[src/rtl/opb_register_simulink2ppc_snap_pkg.sv]
// Shared constants for the fabric-to-PowerPC snapshot register: register offsets, bit positions, FSM states.
// No logic; imported by the slave controller and the top.
package opb_s2p_pkg;

    localparam logic [7:0] OFF_DATA   = 8'h00;
    localparam logic [7:0] OFF_STATUS = 8'h04;
    localparam logic [7:0] OFF_CTRL   = 8'h08;

    // Big-endian OPB numbering: bit 0 is the MSB of the bus word.
    localparam int BIT_NEW    = 31;
    localparam int BIT_OVF    = 30;
    localparam int BIT_FREEZE = 31;
    localparam int CNT_FIRST  = 0;
    localparam int CNT_LAST   = 15;

    typedef enum logic [1:0] {
        ST_IDLE = 2'd0,
        ST_ACK  = 2'd1,
        ST_GAP  = 2'd2
    } slv_state_t;

endpackage

[src/rtl/opb_register_simulink2ppc_snap_if.sv]
// OPB master/slave signal bundle, big-endian bit numbering as on the bus.
// No latency or flow control of its own; the slave acks with a one-cycle pulse.
interface opb_register_simulink2ppc_snap_if;

    logic [0:31] OPB_ABus;
    logic [0:3]  OPB_BE;
    logic [0:31] OPB_DBus;
    logic        OPB_RNW;
    logic        OPB_select;
    logic        OPB_seqAddr;
    logic [0:31] Sl_DBus;
    logic        Sl_xferAck;
    logic        Sl_errAck;
    logic        Sl_retry;
    logic        Sl_toutSup;

    modport master (
        output OPB_ABus, OPB_BE, OPB_DBus, OPB_RNW, OPB_select, OPB_seqAddr,
        input  Sl_DBus, Sl_xferAck, Sl_errAck, Sl_retry, Sl_toutSup
    );

    modport slave (
        input  OPB_ABus, OPB_BE, OPB_DBus, OPB_RNW, OPB_select, OPB_seqAddr,
        output Sl_DBus, Sl_xferAck, Sl_errAck, Sl_retry, Sl_toutSup
    );

endinterface

[src/rtl/opb_register_simulink2ppc_snap_slave_ctrl.sv]
// OPB address decode and IDLE/ACK/GAP slave sequencer with latched word offset.
// Ack one cycle after an in-window select; selects in ACK/GAP are ignored (3-cycle spacing).
module opb_slave_ctrl
    import opb_s2p_pkg::*;
#(
    parameter logic [31:0] C_BASEADDR   = 32'h0120A300,
    parameter logic [31:0] C_HIGHADDR   = 32'h0120A3FF,
    parameter int          C_OPB_AWIDTH = 32
) (
    input  logic                    clk,
    input  logic                    rst,
    input  logic                    select,
    input  logic [0:C_OPB_AWIDTH-1] abus,
    input  logic                    rnw,
    output logic                    accept,
    output logic                    ack,
    output logic                    rd_stb,
    output logic                    wr_stb,
    output logic [7:0]              offset
);

    slv_state_t state_q;
    slv_state_t state_d;
    logic       rnw_q;
    logic       hit;

    assign hit = select && (abus >= C_BASEADDR) && (abus <= C_HIGHADDR);

    always_ff @(posedge clk) begin
        if (rst) begin
            state_q <= ST_IDLE;
            rnw_q   <= 1'b0;
            offset  <= 8'h00;
        end else begin
            state_q <= state_d;
            if (accept) begin
                rnw_q  <= rnw;
                offset <= {abus[C_OPB_AWIDTH-8:C_OPB_AWIDTH-3], 2'b00};
            end
        end
    end

    always_comb begin
        state_d = state_q;
        accept  = 1'b0;
        ack     = 1'b0;
        rd_stb  = 1'b0;
        wr_stb  = 1'b0;
        case (state_q)
            ST_IDLE: begin
                if (hit) begin
                    accept  = 1'b1;
                    state_d = ST_ACK;
                end
            end
            ST_ACK: begin
                ack     = 1'b1;
                rd_stb  = rnw_q;
                wr_stb  = !rnw_q;
                state_d = ST_GAP;
            end
            ST_GAP:  state_d = ST_IDLE;
            default: state_d = ST_IDLE;
        endcase
    end

endmodule

[src/rtl/opb_register_simulink2ppc_snap.sv]
// Snapshot register for fabric status words read by the PowerPC: DATA, STATUS (NEW/OVF/CNT), CTRL (FREEZE).
// OPB reads return a snapshot one cycle after select; user_valid is never backpressured, captures drop while frozen.
module opb_register_simulink2ppc_snap
    import opb_s2p_pkg::*;
#(
    parameter logic [31:0] C_BASEADDR   = 32'h0120A300,
    parameter logic [31:0] C_HIGHADDR   = 32'h0120A3FF,
    parameter int          C_OPB_AWIDTH = 32,
    parameter int          C_OPB_DWIDTH = 32,
    parameter              C_FAMILY     = "virtex6"
) (
    input  logic                             OPB_Clk,
    input  logic                             OPB_Rst,
    opb_register_simulink2ppc_snap_if.slave  opb,
    input  logic [31:0]                      user_data_in,
    input  logic                             user_valid
);

    localparam int unused_family_bits = $bits(C_FAMILY);

    logic                    accept;
    logic                    ack;
    logic                    rd_stb;
    logic                    wr_stb;
    logic [7:0]              offset;
    logic [7:0]              cur_off;
    logic [0:C_OPB_DWIDTH-1] rd_mux;
    logic [0:C_OPB_DWIDTH-1] rdata_q;
    logic [31:0]             data_q;
    logic [15:0]             cnt_q;
    logic                    new_q;
    logic                    ovf_q;
    logic                    freeze_q;
    logic                    be_any_q;
    logic                    be3_q;
    logic                    wfreeze_q;
    logic                    capture;
    logic                    data_rd;
    logic                    ctrl_clr;
    logic                    unused_inputs;

    assign unused_inputs = ^{opb.OPB_seqAddr, opb.OPB_DBus[0:30]};

    opb_slave_ctrl #(
        .C_BASEADDR   (C_BASEADDR),
        .C_HIGHADDR   (C_HIGHADDR),
        .C_OPB_AWIDTH (C_OPB_AWIDTH)
    ) u_ctrl (
        .clk    (OPB_Clk),
        .rst    (OPB_Rst),
        .select (opb.OPB_select),
        .abus   (opb.OPB_ABus),
        .rnw    (opb.OPB_RNW),
        .accept (accept),
        .ack    (ack),
        .rd_stb (rd_stb),
        .wr_stb (wr_stb),
        .offset (offset)
    );

    assign cur_off = {opb.OPB_ABus[C_OPB_AWIDTH-8:C_OPB_AWIDTH-3], 2'b00};

    // Read data is muxed from the live address and frozen into rdata_q on accept.
    always_comb begin
        rd_mux = '0;
        case (cur_off)
            OFF_DATA: rd_mux = data_q;
            OFF_STATUS: begin
                rd_mux[CNT_FIRST:CNT_LAST] = cnt_q;
                rd_mux[BIT_OVF]            = ovf_q;
                rd_mux[BIT_NEW]            = new_q;
            end
            OFF_CTRL: rd_mux[BIT_FREEZE] = freeze_q;
            default:  rd_mux = '0;
        endcase
    end

    assign capture  = user_valid && !freeze_q;
    assign data_rd  = rd_stb && (offset == OFF_DATA);
    assign ctrl_clr = wr_stb && (offset == OFF_CTRL) && be_any_q;

    always_ff @(posedge OPB_Clk) begin
        if (OPB_Rst) begin
            rdata_q   <= '0;
            data_q    <= '0;
            cnt_q     <= '0;
            new_q     <= 1'b0;
            ovf_q     <= 1'b0;
            freeze_q  <= 1'b0;
            be_any_q  <= 1'b0;
            be3_q     <= 1'b0;
            wfreeze_q <= 1'b0;
        end else begin
            if (accept) begin
                rdata_q   <= rd_mux;
                be_any_q  <= |opb.OPB_BE;
                be3_q     <= opb.OPB_BE[3];
                wfreeze_q <= opb.OPB_DBus[BIT_FREEZE];
            end
            if (capture) begin
                data_q <= user_data_in;
                cnt_q  <= cnt_q + 16'd1;
            end
            // A capture landing on a DATA read keeps NEW set and is not an overrun.
            if (capture) begin
                new_q <= 1'b1;
            end else if (data_rd) begin
                new_q <= 1'b0;
            end
            if (ctrl_clr) begin
                ovf_q <= 1'b0;
                cnt_q <= '0;
                if (be3_q) begin
                    freeze_q <= wfreeze_q;
                end
            end else if (capture && new_q && !data_rd) begin
                ovf_q <= 1'b1;
            end
        end
    end

    assign opb.Sl_xferAck = ack;
    assign opb.Sl_DBus    = rd_stb ? rdata_q : '0;
    assign opb.Sl_errAck  = 1'b0;
    assign opb.Sl_retry   = 1'b0;
    assign opb.Sl_toutSup = 1'b0;

endmodule

[src/flat_wrapper.sv]
// flat-port wrapper written by rule: the top's interface ports become plain ports
module opb_register_simulink2ppc_snap_flat import opb_s2p_pkg::*;
#(
    parameter logic [31:0] C_BASEADDR   = 32'h0120A300,
    parameter logic [31:0] C_HIGHADDR   = 32'h0120A3FF,
    parameter int          C_OPB_AWIDTH = 32,
    parameter int          C_OPB_DWIDTH = 32,
    parameter              C_FAMILY     = "       "
)
  (OPB_Clk, OPB_Rst, user_data_in, user_valid, opb_OPB_ABus, opb_OPB_BE, opb_OPB_DBus, opb_OPB_RNW, opb_OPB_select, opb_OPB_seqAddr, opb_Sl_DBus, opb_Sl_xferAck, opb_Sl_errAck, opb_Sl_retry, opb_Sl_toutSup);
  opb_register_simulink2ppc_snap_if opb_i ();
  input  logic OPB_Clk;
  input  logic OPB_Rst;
  input  logic [31:0] user_data_in;
  input  logic user_valid;
  input wire logic [$bits(opb_i.OPB_ABus)-1:0] opb_OPB_ABus;
  input wire logic [$bits(opb_i.OPB_BE)-1:0] opb_OPB_BE;
  input wire logic [$bits(opb_i.OPB_DBus)-1:0] opb_OPB_DBus;
  input wire logic [$bits(opb_i.OPB_RNW)-1:0] opb_OPB_RNW;
  input wire logic [$bits(opb_i.OPB_select)-1:0] opb_OPB_select;
  input wire logic [$bits(opb_i.OPB_seqAddr)-1:0] opb_OPB_seqAddr;
  output wire logic [$bits(opb_i.Sl_DBus)-1:0] opb_Sl_DBus;
  output wire logic [$bits(opb_i.Sl_xferAck)-1:0] opb_Sl_xferAck;
  output wire logic [$bits(opb_i.Sl_errAck)-1:0] opb_Sl_errAck;
  output wire logic [$bits(opb_i.Sl_retry)-1:0] opb_Sl_retry;
  output wire logic [$bits(opb_i.Sl_toutSup)-1:0] opb_Sl_toutSup;
  assign opb_i.OPB_ABus = opb_OPB_ABus;
  assign opb_i.OPB_BE = opb_OPB_BE;
  assign opb_i.OPB_DBus = opb_OPB_DBus;
  assign opb_i.OPB_RNW = opb_OPB_RNW;
  assign opb_i.OPB_select = opb_OPB_select;
  assign opb_i.OPB_seqAddr = opb_OPB_seqAddr;
  assign opb_Sl_DBus = opb_i.Sl_DBus;
  assign opb_Sl_xferAck = opb_i.Sl_xferAck;
  assign opb_Sl_errAck = opb_i.Sl_errAck;
  assign opb_Sl_retry = opb_i.Sl_retry;
  assign opb_Sl_toutSup = opb_i.Sl_toutSup;
  opb_register_simulink2ppc_snap #(.C_BASEADDR(C_BASEADDR), .C_HIGHADDR(C_HIGHADDR), .C_OPB_AWIDTH(C_OPB_AWIDTH), .C_OPB_DWIDTH(C_OPB_DWIDTH), .C_FAMILY(C_FAMILY)) u_core (.OPB_Clk(OPB_Clk), .OPB_Rst(OPB_Rst), .opb(opb_i), .user_data_in(user_data_in), .user_valid(user_valid));
endmodule
[config.mk]
export PLATFORM = sky130hd
export DESIGN_NAME = opb_register_simulink2ppc_snap_flat
export DESIGN_NICKNAME = d
export VERILOG_FILES = /design/src/rtl/opb_register_simulink2ppc_snap_pkg.sv /design/src/rtl/opb_register_simulink2ppc_snap_if.sv /design/src/rtl/opb_register_simulink2ppc_snap_slave_ctrl.sv /design/src/rtl/opb_register_simulink2ppc_snap.sv /design/src/flat_wrapper.sv
export SDC_FILE = /design/constraint.sdc
export NUM_CORES = 1
export LEC_CHECK = 0
export ABC_AREA = 1
export CORE_MARGIN = 3
export CORE_UTILIZATION = 49
export CTS_BUF_LIST = sky130_fd_sc_hd__clkbuf_8
export DETAILED_ROUTE_END_ITERATION = 10
export PLACE_DENSITY = 0.89
export REMOVE_ABC_BUFFERS = 1
export SLEW_MARGIN = 20
export SYNTH_ARGS = -nofsm -noshare
export SYNTH_HDL_FRONTEND = slang
export SYNTH_SLANG_ARGS = --single-unit
[constraint.sdc]
create_clock -name OPB_Clk -period 1.7 [get_ports OPB_Clk]
set_input_delay 0.34 -clock OPB_Clk [delete_from_list [all_inputs] [get_ports OPB_Clk]]
set_output_delay 0.34 -clock OPB_Clk [all_outputs]
set_load 0.01 [all_outputs]
==> results of run 1 <==
-- cell families (layout without fill, tap and decap cells) --
group	after synthesis	after routing	share of synthesized area, %
simple gates	410	410	36.1
buf+inv	147	286	13.2
flops	95	95	41.1
compound gates	79	79	8.57
xor+xnor	4	4	0.757
fa+ha+maj	1	1	0.270
other cells	1	3	0.0810
-- per-layer routing --
metal / wire, um / up-vias
li1: - / 2497
met1: 5560 / 2321
met2: 7510 / 226
met3: 1130 / 44
met4: 349 / 0
met5: 0 / -
-- layout by cell type (no fill, tap or decap), types with 5 or more instances in the layout --
| cell type | n |
|---|---|
| a21oi_1 | 43 |
| buf_12 | 11 |
| buf_2 | 20 |
| buf_4 | 34 |
| buf_6 | 14 |
| clkbuf_8 | 9 |
| clkdlybuf4s50_1 | 71 |
| dfxtp_1 | 93 |
| inv_1 | 105 |
| inv_2 | 5 |
| nand2_1 | 150 |
| nand3_1 | 31 |
| nand4_1 | 6 |
| nor2_1 | 164 |
| nor2_2 | 21 |
| nor2_4 | 17 |
| nor3_1 | 8 |
| o21ai_0 | 34 |
-- sequential cells by signal (all words and copies together), names as in the netlist --
register               count
u_core.u_ctrl.rnw_q        1
u_core.u_ctrl.offset       6
u_core.u_ctrl.state_q      2
u_core.be_any_q            1
u_core.wfreeze_q           1
u_core.data_q             32
u_core.new_q               1
u_core.cnt_q              16
u_core.be3_q               1
u_core.ovf_q               1
u_core.freeze_q            1
u_core.rdata_q            32
-- how the worst max path moves through the flow --
stage / endpoint / startpoint / cells past startpoint / slack, ns
floorplan: u_core.data_q[10]$_SDFFE_PP0P_ / user_valid / 5 / -0.57
global placement: opb_Sl_DBus[11] / u_core.u_ctrl.state_q[0]$_SDFFE_PP0P_ / 8 / -0.20
detailed placement: opb_Sl_DBus[18] / u_core.u_ctrl.state_q[0]$_SDFFE_PP0P_ / 8 / -0.29
CTS: opb_Sl_DBus[29] / u_core.u_ctrl.state_q[0]$_SDFFE_PP0P_ / 9 / -0.26
global route: opb_Sl_DBus[12] / u_core.u_ctrl.state_q[0]$_SDFFE_PP0P_ / 9 / -0.32
finish: opb_Sl_DBus[12] / u_core.u_ctrl.state_q[0]$_SDFFE_PP0P_ / 9 / -0.25
-- where the power goes --
group	switching, W	total (W)	internal [W]
Clock	0.000857	0.00186	0.000998
Sequential	0.0000243	0.00231	0.00228
Combinational	0.000209	0.000449	0.000240
Total	0.00109	0.00461	0.00352
-- synthesized netlist by cell type (3+ instances only) --
cell type,instances
a21oi_1,44
and2_1,3
xor2_1,4
nand4_1,6
dfxtp_1,95
inv_1,109
buf_6,4
nand3_1,34
nor2_2,6
nor2_1,195
buf_4,5
o21ai_0,34
buf_2,8
nor3_2,3
buf_1,3
nand2_1,151
nor3_1,8
clkbuf_1,16
-- worst max-delay path: cells and delay by family, from the launching register on --
family,cells,cell delay (ns)
flops,1,0.35
buf+inv,6,0.59
simple gates,3,0.30
-- final cells by class --
| type | count | area share, % |
|---|---|---|
| Sequential cell | 95 | 28.6 |
| Inverter | 111 | 6.30 |
| Timing Repair Buffer | 159 | 24.6 |
| Clock buffer | 9 | 1.86 |
| Multi-Input combinational cell | 497 | 34.7 |
| Tap cell | 108 | 2.03 |
| Clock inverter | 7 | 1.90 |
-- repair_timing --
| item | in CTS | in global routing |
|---|---|---|
| pin swaps | 6 | 9 |
| buffers inserted | 10 | 3 |
| endpoints found under the setup margin | 33 | 52 |
| resized for setup | 157 | 53 |
| cloned | 3 | 5 |
-- per-stage QoR --
| stage | TNS, ns | instances | hold WS (ns) |
|---|---|---|---|
| finish | -7.01 | 986 | 0.458 |
| global placement | -10.73 | 950 | 0.438 |
| floorplan | -22.78 | 703 | 0.409 |
| detailed placement | -14.39 | 950 | 0.442 |
| CTS | -7.91 | 979 | 0.457 |
| global route | -10.21 | 986 | 0.484 |
==> results.yml, run 1 <==
outcome:
  status: "complete, but fails checks"
  violations: "setup timing"
worst_hold_path:
  hold_start: "u_core.data_q[10]$_SDFFE_PP0P_"
  hold_end: "u_core.data_q[10]$_SDFFE_PP0P_"
  hold_class: "flip-flop to flip-flop"
  min_path_cells: 2
logic_synthesis:
  synth-edff-count: 0
  synth_top_area_share_pct: 41.1
  seq_area_frac_synth_pct: 41.1
  yosysTopAreaCell: "dfxtp_1"
  syn_area_per_cell_um2: 6.28
  synth_flop_cell: "dfxtp_1"
  synth-seq-cells: 95
  synth_cell_types: 27
  syn-instance-count: 737
  async_reset_ff_share_pct: 0
  netlist_area_um2: 4630
  yosysWarnings: 0
  synth.area.top_cells: "dfxtp_1 (41%), nor2_1 (16%), nand2_1 (12%)"
sta:
  rsz0062_at_grt: "true"
  hold_viol_final: 0
  setup_slack_ns: -0.250
  drv_slew: 0
  fin_crit_ns: 1.95
  period_share_pct: 115
  max_freq_mhz: 513
  skew_ns: 0.0136
  setup_viol: 34
final_layout:
  fin_area_um2: 6650
  num-nets-final: 980
  fin_util_pct: 74.5
  syn2layout_area_growth_pct: 43.7
  n_antenna_cell: 0
  multiInputGateArea_um2: 2310
  seq_area_um2: 1900
  drive_gt1_share_pct: 18.3
  fillers: 633
routing:
  drt-wirelength-per-cell_um: 14.8
  num_vias: 5088
  drt_iter0_markers: 378
  vias_per_cell: 5.16
  ant_nets: 0
  drt-total-wl_mm: 14.5
  drt-pass1-iter-count: 5
  drc_errors: 0
worst_setup_path:
  critPathKind: "flip-flop to output pin"
  rr_startpoint: "u_core.u_ctrl.state_q[0]$_SDFFE_PP0P_"
  worstPathArrival_ns: 1.61
  worst_setup_path_start_kind: "flip-flop"
  crit_required_ns: 1.36
  r2r-end: "u_core.ovf_q$_SDFFE_PP0P_"
  end_kind: "output pin"
  cpMaxStageDelayCell: "dfxtp_2"
  max_stage_delay_ns: 0.35
  reg2reg_slack_ns: -0.09
  cp_cell_sequence: "inv_2 > nor2_4 > inv_2 > nor2_4 > inv_4 > buf_6 > buf_16 > nor2_2 > buf_2"
  cp_max_fo: 7
  ff2ff_path_depth: 13
clocking:
  clock_path_buffers: 2
  cts_tree: "built"
  numCtsBuffers: 9
  cts_sinks: 95
  cts_htree_levels: 3
  cts-root-buf: "clkbuf_8"
  holdBufCountCts: 0
  clkTransAtPathRegs_ns: 0.10
  insertion_delay_ns: 0.37
die:
  ioPinCount: 142
  start_util_pct: 51.8
  coreArea_um2: 8930
  die_w_um: 103
  dieArea_um2: 10700
  die_h_um: 103
  num_rows: 34
placed_design:
  dp_worst_setup_slack_ns: -0.291
  dp_hpwl_mm: 8.05
  placedInstanceArea_um2: 5990
  gp_congestion: 0.958
  portBuffers: 104
global_route:
  busiest_layer: "met2"
  grt_pass1_vias: 4529
  grt_max_degree: 46
  antenna_found_initial: 0
  use_met1_pct: 27.5
  grt_use_met2_pct: 44.6
  grtUsageTotal_pct: 24.2
  gr-usage-met3_pct: 6.37
  globalRouteOverflowTotal: 0
  grt_pass1_wl_mm: 20.3
run:
  cap_viol_max_count: 0
power:
  peakVddDrop_v: 0.000597
  p_per_area_nw_per_um2: 693
  p_leak_nw: 2.71
  total_power_w: 0.00461
Note: power is estimated with default switching activity, not from simulation.
==> run 2: changes to the inputs <==
GPL_TIMING_DRIVEN = 1   (was default)
==> results of run 2 <==
No change in the layout: final DEF, timing and power equal those of run 1.
==> run 3: changes to the inputs <==
GPL_TIMING_DRIVEN = 0   (was 1)
==> run 3 against run 2 <==
- the run still ends with setup timing left
- sequential power barely moved
- register-to-register slack better by 0.24 ns
- clock power decreased by 27%
- non-clock buffer count down 37
- cell area down 5.7%
- combinational power down 6.2%
- first-iteration DRC count down 37%
- critical path depth decreased by 1
- global-route usage fell by 0.61 points
- fmax rose by 6.2%
- final cell count decreased by 3.3%
- total power decreased by 12%
- critical path type unchanged
- highest routed layer unchanged
==> results.yml, run 3 (synthesis gave the netlist of run 1 again) <==
routing:
  drt-total-wl_mm: 12.8
  drc_errors: 0
  drt_iter0_markers: 238
  vias_per_cell: 5.10
  ant_nets: 0
  drt-pass1-iter-count: 5
  num_vias: 4860
  drt-wirelength-per-cell_um: 13.4
power:
  p_leak_nw: 2.46
  p_per_area_nw_per_um2: 651
  peakVddDrop_v: 0.000424
  total_power_w: 0.00408
die:
  coreArea_um2: 8930
  ioPinCount: 142
  dieArea_um2: 10700
  die_h_um: 103
  start_util_pct: 51.8
  num_rows: 34
  die_w_um: 103
worst_setup_path:
  end_kind: "output pin"
  worst_setup_path_start_kind: "flip-flop"
  cp_max_fo: 16
  critPathKind: "flip-flop to output pin"
  worstPathArrival_ns: 1.50
  crit_required_ns: 1.36
final_layout:
  drive_gt1_share_pct: 14.6
  final_cell_mix: "nor2_1 (167), nand2_1 (149), inv_1 (106), dfxtp_1 (93), clkdlybuf4s50_1 (71)"
  n_antenna_cell: 0
  syn2layout_area_growth_pct: 35.5
  num-nets-final: 947
  fin_area_um2: 6270
  fillers: 751
  reg_top3: "u_core.data_q: 32 flops, u_core.rdata_q: 32 flops, u_core.cnt_q: 16 flops"
  final_common_cell: "nor2_1"
clocking:
  cts_tree: "built"
  clkTransAtPathRegs_ns: 0.10
  cts-root-buf: "clkbuf_8"
  numCtsBuffers: 9
  clock_path_buffers: 2
  insertion_delay_ns: 0.36
  cts_sinks: 95
  cts_htree_levels: 3
placed_design:
  dp_hpwl_mm: 7.46
  dp_worst_setup_slack_ns: -0.706
  gp_congestion: 0.932
  portBuffers: 104
  placedInstanceArea_um2: 5680
global_route:
  globalRouteOverflowTotal: 0
  grt_pass1_wl_mm: 20.0
  grtUsageTotal_pct: 23.6
  grt_pass1_vias: 4444
  antenna_found_initial: 0
  grt_max_degree: 57
sta:
  totalNegativeSetupSlack_ns: -3.53
  fin_hold_ws_ns: 0.457
  max_freq_mhz: 544
  setup_viol: 32
  period_share_pct: 108
  setup_slack_ns: -0.137
  fin_crit_ns: 1.84
  drv_slew: 0
  skew_ns: 0.0135
  rsz0062_at_grt: "true"
  hold_viol_final: 0
run:
  cap_viol_max_count: 0
outcome:
  violations: "setup timing"
  status: "complete, but fails checks"
worst_hold_path:
  hold_class: "flip-flop to flip-flop"
-- run 3: what timing repair did --
item                                    in CTS  in global routing
setup buffers                               11                  5
gates resized for setup                    179                 45
endpoints found under the setup margin     114                 80
gates cloned                                 3                  1
pin swaps                                    6                  7
hold buffers                                 0                  0
-- run 3: power by group --
group          internal [W]  switching [W]  total [W]
clock              0.000535       0.000820    0.00136
sequential          0.00228      0.0000208    0.00230
combinational      0.000218       0.000203   0.000421
total               0.00304        0.00104    0.00408
-- run 3: path summary, 6_finish.rpt --
check | startpoint | slack [ns] | end | depth (start not counted)
hold reg to reg | u_core.data_q[30]$_SDFFE_PP0P_ | 0.46 | u_core.data_q[30]$_SDFFE_PP0P_ | 2
setup reg to reg | u_core.u_ctrl.state_q[0]$_SDFFE_PP0P_ | 0.15 | u_core.be3_q$_SDFFE_PP0P_ | 10
hold / removal | u_core.data_q[30]$_SDFFE_PP0P_ | 0.46 | u_core.data_q[30]$_SDFFE_PP0P_ | 2
setup / recovery | u_core.u_ctrl.state_q[0]$_SDFFE_PP0P_ | -0.14 | opb_Sl_DBus[17] | 8
-- run 3: metal layers --
metal | global-route usage, % | wire length [um]
met5 | 0 | 0
met4 | 6.37 | 240
met3 | 5.90 | 816
met2 | 43.0 | 6590
met1 | 27.4 | 5130
-- run 3: through the flow --
step | util [%] | cells
6_report | 70.2 | 953
5_1_grt | 70.2 | 953
4_1_cts | 67.6 | 947
3_5_place_dp | 63.5 | 917
3_3_place_gp | 62.9 | 915
2_1_floorplan | - | 703
-- run 3: final cells by class --
cell class / instances / area [um^2] / area share, %
multi-input combinational: 499 / 2380 / 38.0
tap: 108 / 135 / 2.15
clock buffer: 9 / 124 / 1.98
clock inverter: 7 / 47.5 / 0.758
timing repair inverter: 2 / 36.3 / 0.579
timing repair buffer: 122 / 1200 / 19.2
inverter: 111 / 439 / 7.00
sequential: 95 / 1900 / 30.4
-- run 3: critical path, cell delays in order, from the launching register on --
cell and delay (ns):
dfxtp_2 0.34, inv_2 0.04, nor2_4 0.10, inv_2 0.06, nor2_4 0.14, buf_12 0.14, inv_12 0.06, nor2_2 0.09
buf_2 0.15
